<file path="config.mk">
export PLATFORM = sky130hd
export DESIGN_NAME = bit_index_scan
export DESIGN_NICKNAME = d
export VERILOG_FILES = /design/src/rtl/bit_manip_pkg.sv /design/src/rtl/bit_prio_enc.sv /design/src/rtl/bit_index_scan.sv
export SDC_FILE = /design/constraint.sdc
export NUM_CORES = 1
export LEC_CHECK = 0
export ABC_AREA = 1
export CAP_MARGIN = 25
export CORE_MARGIN = 4
export CORE_UTILIZATION = 46
export CTS_CLUSTER_DIAMETER = 100
export DETAILED_ROUTE_END_ITERATION = 6
export GPL_TIMING_DRIVEN = 0
export PLACE_DENSITY_LB_ADDON = 0.08
export SKIP_CTS_REPAIR_TIMING = 1
export SYNTH_ARGS = -nofsm -noshare
export SYNTH_HDL_FRONTEND = slang
export SYNTH_HIERARCHICAL = 1
export SYNTH_SLANG_ARGS = --single-unit
</file>
<file path="constraint.sdc">
create_clock -name clk -period 4.3 [get_ports clk]
set_input_delay 0.86 -clock clk [delete_from_list [all_inputs] [get_ports clk]]
set_output_delay 0.86 -clock clk [all_outputs]
set_load 0.05 [all_outputs]
</file>
<file path="src/rtl/bit_manip_pkg.sv">
// rtl/bit_manip_pkg.sv - shared state encoding and width default for the bit-manipulation blocks
package bit_manip_pkg;

  localparam int DEFAULT_WIDTH = 32;

  typedef enum logic {
    IDLE = 1'b0,
    EMIT = 1'b1
  } state_t;

endpackage

</file>
<file path="src/rtl/bit_prio_enc.sv">
// rtl/bit_prio_enc.sv - combinational set-bit priority encoder returning index and remaining mask
// BIT_SCAN_MSB_FIRST_EN adds msb_first to select the highest set bit instead of the lowest.
module bit_prio_enc
  import bit_manip_pkg::*;
#(
  parameter int WIDTH = DEFAULT_WIDTH,
  parameter int IDX_W = $clog2(WIDTH)
) (
  input  logic [WIDTH-1:0] mask,
`ifdef BIT_SCAN_MSB_FIRST_EN
  input  logic             msb_first,
`endif
  output logic [IDX_W-1:0] index,
  output logic [WIDTH-1:0] rest
);

  logic [IDX_W-1:0] lo_idx;
`ifdef BIT_SCAN_MSB_FIRST_EN
  logic [IDX_W-1:0] hi_idx;
`endif

  always_comb begin
    // Descending walk so the last hit, which wins, is the lowest set bit.
    lo_idx = '0;
    for (int i = WIDTH - 1; i >= 0; i--) begin
      if (mask[i]) lo_idx = IDX_W'(i);
    end
`ifdef BIT_SCAN_MSB_FIRST_EN
    hi_idx = '0;
    for (int i = 0; i < WIDTH; i++) begin
      if (mask[i]) hi_idx = IDX_W'(i);
    end
    index = msb_first ? hi_idx : lo_idx;
`else
    index = lo_idx;
`endif
    rest = mask;
    rest[index] = 1'b0;
  end

endmodule

</file>
<file path="src/rtl/bit_index_scan.sv">
// rtl/bit_index_scan.sv - turns a word into a stream of its set-bit indices, one per beat
// BIT_SCAN_MSB_FIRST_EN adds a msb_first input, latched per word, for descending order.
module bit_index_scan
  import bit_manip_pkg::*;
#(
  parameter int WIDTH = DEFAULT_WIDTH,
  parameter int IDX_W = $clog2(WIDTH)
) (
  input  logic             clk,
  input  logic             rst,
  input  logic             enable,
  input  logic             in_valid,
  output logic             in_ready,
  input  logic [WIDTH-1:0] in_word,
`ifdef BIT_SCAN_MSB_FIRST_EN
  input  logic             msb_first,
`endif
  output logic             out_valid,
  input  logic             out_ready,
  output logic [IDX_W-1:0] out_index,
  output logic [IDX_W:0]   out_count,
  output logic             out_last,
  output logic             out_none
);

  state_t           state;
  logic [WIDTH-1:0] mask;
  logic [WIDTH-1:0] enc_in;
  logic [WIDTH-1:0] enc_rest;
  logic [IDX_W-1:0] enc_idx;

  // In IDLE the encoder looks straight at the incoming word so the first beat costs no extra cycle.
  assign enc_in   = (state == IDLE) ? in_word : mask;
  assign in_ready = enable && (state == IDLE);

`ifdef BIT_SCAN_MSB_FIRST_EN
  logic dir_q;
  logic enc_dir;
  assign enc_dir = (state == IDLE) ? msb_first : dir_q;
`endif

  bit_prio_enc #(
    .WIDTH(WIDTH),
    .IDX_W(IDX_W)
  ) u_enc (
    .mask     (enc_in),
`ifdef BIT_SCAN_MSB_FIRST_EN
    .msb_first(enc_dir),
`endif
    .index    (enc_idx),
    .rest     (enc_rest)
  );

  always_ff @(posedge clk) begin
    if (!rst) begin
      state     <= IDLE;
      mask      <= '0;
      out_valid <= 1'b0;
      out_index <= '0;
      out_count <= '0;
      out_last  <= 1'b0;
      out_none  <= 1'b0;
`ifdef BIT_SCAN_MSB_FIRST_EN
      dir_q     <= 1'b0;
`endif
    end else if (enable) begin
      unique case (state)
        IDLE: begin
          if (in_valid) begin
`ifdef BIT_SCAN_MSB_FIRST_EN
            dir_q <= msb_first;
`endif
            state     <= EMIT;
            out_valid <= 1'b1;
            if (in_word == '0) begin
              mask      <= '0;
              out_index <= '0;
              out_count <= '0;
              out_last  <= 1'b1;
              out_none  <= 1'b1;
            end else begin
              mask      <= enc_rest;
              out_index <= enc_idx;
              out_count <= (IDX_W + 1)'(1);
              out_last  <= (enc_rest == '0);
              out_none  <= 1'b0;
            end
          end
        end
        EMIT: begin
          if (out_ready) begin
            if (out_last) begin
              state     <= IDLE;
              out_valid <= 1'b0;
            end else begin
              mask      <= enc_rest;
              out_index <= enc_idx;
              out_count <= out_count + (IDX_W + 1)'(1);
              out_last  <= (enc_rest == '0);
            end
          end
        end
        default: state <= IDLE;
      endcase
    end
  end

endmodule

</file>
==> metrics.yaml <==
postSynthCellCount: 621
yosys.area_share.adder_pct: 0.363
fp.coreArea_mm2: 0.00725
stdcell_count: 784
finalWirelength_um: 10200
wl_per_cell_um: 13.0
final_common_cell: "nand2_1"
required_ns: 4.55
root_buffer: "clkbuf_8"
ir_worst_vdd_v: 0.000210
max-clock-path-buffers: 2
yosys.area_share.xor_xnor_pct: 0.762
ant_nets: 0
layout_common_cells: "nand2_1, nor2_1, inv_1, clkdlybuf4s50_1"
clkTransAtPathRegs_ns: 0.10
start_util_pct: 47.5
htree_levels: 2
worstMarginPinSlew_ns: 0.548
dpl.hpwl_um: 7910
synth_mux_area_share_pct: 0
pwr-share-comb_pct: 36.8
numPortBuffers: 51
rsz0062_at_grt: "no"
slew_headroom_pct: 63.1
cts_made_buffers: 5
critPathKind: "in -> reg"
power.total_mw: 1.41
fillCellCount: 793
gr-total-overflow: 0
grt_max_degree: 16
syn_to_final_growth_pct: 24.0
switching_share_pct: 37.1
die_w_um: 94.6
crit_buf_inv: 3
die_area_mm2: 0.00894
synthArstFlopShare_pct: 0
power.density_mw_per_mm2: 331
arrival_ns: 4.13
crit_path_start_kind: "primary input"
synth_edf_count: 0
syn_nets: 659
final_nets: 722
hp-class: "reg -> reg"
period_minus_slack_ns: 3.88
worst_clock_skew_ns: 0.00844
power_frac_clock_pct: 28.0
crit_path_end_kind: "flop"
sequentialPowerShare_pct: 35.3
setup_viol_count_final: 0
synthSimpleGateAreaFrac_pct: 43.7
status: "finished clean"
cpPeakStageDelay_ns: 0.48
critPathTopFamily: "simple AND/OR/NAND/NOR gates"
grt_pass1_wl_um: 16900
finalCritPeriodShare_pct: 90.3
critPathSlowestCell: "clkdlybuf4s50_1"
pin_count: 52
ys.flop_type: "dfxtp_1"
grt_usage_pct: 23.8
drt-initial-drc-count: 212
intPower_mw: 0.888
cts_tree: "built"
maxCapViolations: 0
max_freq_mhz: 258
dp_cells: 771
vias: 3959
register_area_um2: 942
antenna_cells: 0
synth_top_family_by_area: "simple AND/OR/NAND/NOR gates"
synth_seq_area_share_pct: 27.3
die_y_um: 94.6
synth_compound_area_share_pct: 15.4
avgSynthCellArea_um2: 5.55
antenna_found_initial: 0
ys_ff_latch: 47
via_per_inst: 5.05
path_max_fanout: 8
cpMostUsedCell: "nand2_1"
yosysWarningCount: 6
grt_pass1_vias: 3652
fp-row-count: 31
hold_violations: 0
drive_above_1_share_pct: 6.28
ys_types: 29
cts.sinks: 47
firstDrtPassIters: 5
leakagePower_nw: 2.16
place_congestion: 0.911
insertion_delay_ns: 0.31
drc: 0
slew_viol_final: 0
multi_input_area_mm2: 0.00209
syn-cell-area_mm2: 0.00345
power.switching_mw: 0.525
==> power by group through the flow <==
stage / Sequential, mW / Combinational (mW) / Clock (mW)
6_report: 0.498 / 0.519 / 0.395
5_1_grt: 0.503 / 0.584 / 0.422
4_1_cts: 0.498 / 0.500 / 0.407
3_5_place_dp: 0.507 / 0.498 / 0
3_3_place_gp: 0.506 / 0.496 / 0
2_1_floorplan: 0.532 / 0.323 / 0
==> worst register-to-register path: cells and delay by family (launching register included) <==
family	cells	cell delay [ns]
buffers and inverters	4	0.56
AND/OR/NAND/NOR	41	2.61
AO/OA/AOI/OAI	1	0.11
flip-flops	1	0.39
==> routing by layer <==
layer | global-route usage (%) | up-vias | wire length (um)
li1 | - | 2070 | -
met1 | 32.2 | 1747 | 4820
met2 | 39.6 | 125 | 4640
met5 | 0 | - | 0
met3 | 2.95 | 17 | 560
met4 | 6.85 | 0 | 193
==> kinds of logic after synthesis <==
kind of cell,after synthesis
other,1
buffers and inverters,105
DFF,47
adders and majority gates,1
xor gates and xnor gates,3
and+or+nand+nor,363
AOI/OAI and AO/OA,101
==> path summary, 6_finish.rpt <==
| check | to | cells past startpoint | slack (ns) | startpoint |
|---|---|---|---|---|
| setup / recovery | out_last | 43 | 0.42 | in_word[28] |
| hold / removal | out_valid | 2 | 0.50 | out_valid |
| setup reg to reg | out_last | 46 | 0.53 | state |
| hold reg to reg | out_valid | 2 | 0.50 | out_valid |
==> Yosys cell counts (4+ instances only) <==
cell / count / area (um2)
nand4_1: 17 / 106
buf_1: 6 / 22.5
nand2_1: 236 / 886
inv_1: 74 / 278
nor2_1: 78 / 293
dfxtp_1: 47 / 941
o21ai_0: 44 / 220
a21oi_1: 46 / 230
buf_2: 9 / 45.0
nand3_1: 23 / 115
clkbuf_1: 9 / 33.8
inv_2: 4 / 15.0
==> sequential cells by signal, indices dropped and copies added, names as in the netlist <==
register,count
out_index,5
out_last,1
out_valid,1
out_none,1
out_count,6
mask,32
state,1
==> final cells by class <==
type                    count  area share, %
well taps                  99           2.90
repair buffers             56           12.9
multi-input cells         469           48.8
plain buffers              27           3.25
clock buffers               5           1.61
inverters                  78           6.85
clock inverters             3           1.58
flip-flops and latches     47           22.0
==> metrics by stage <==
stage               instance area (um2)  worst slack [ns]  hold WS, ns  util, %  TNS (ns)
floorplan                          3450              1.00        0.491        -         0
global route                       4270           0.00315        0.525     58.9         0
detailed placement                 4080           -0.0221        0.482     56.3   -0.0221
finish                             4270             0.417        0.503     58.9         0
global placement                   4080           -0.0408        0.471     56.3   -0.0408
CTS                                4220             0.138        0.502     58.2         0
(Power assumes the default switching activity.)
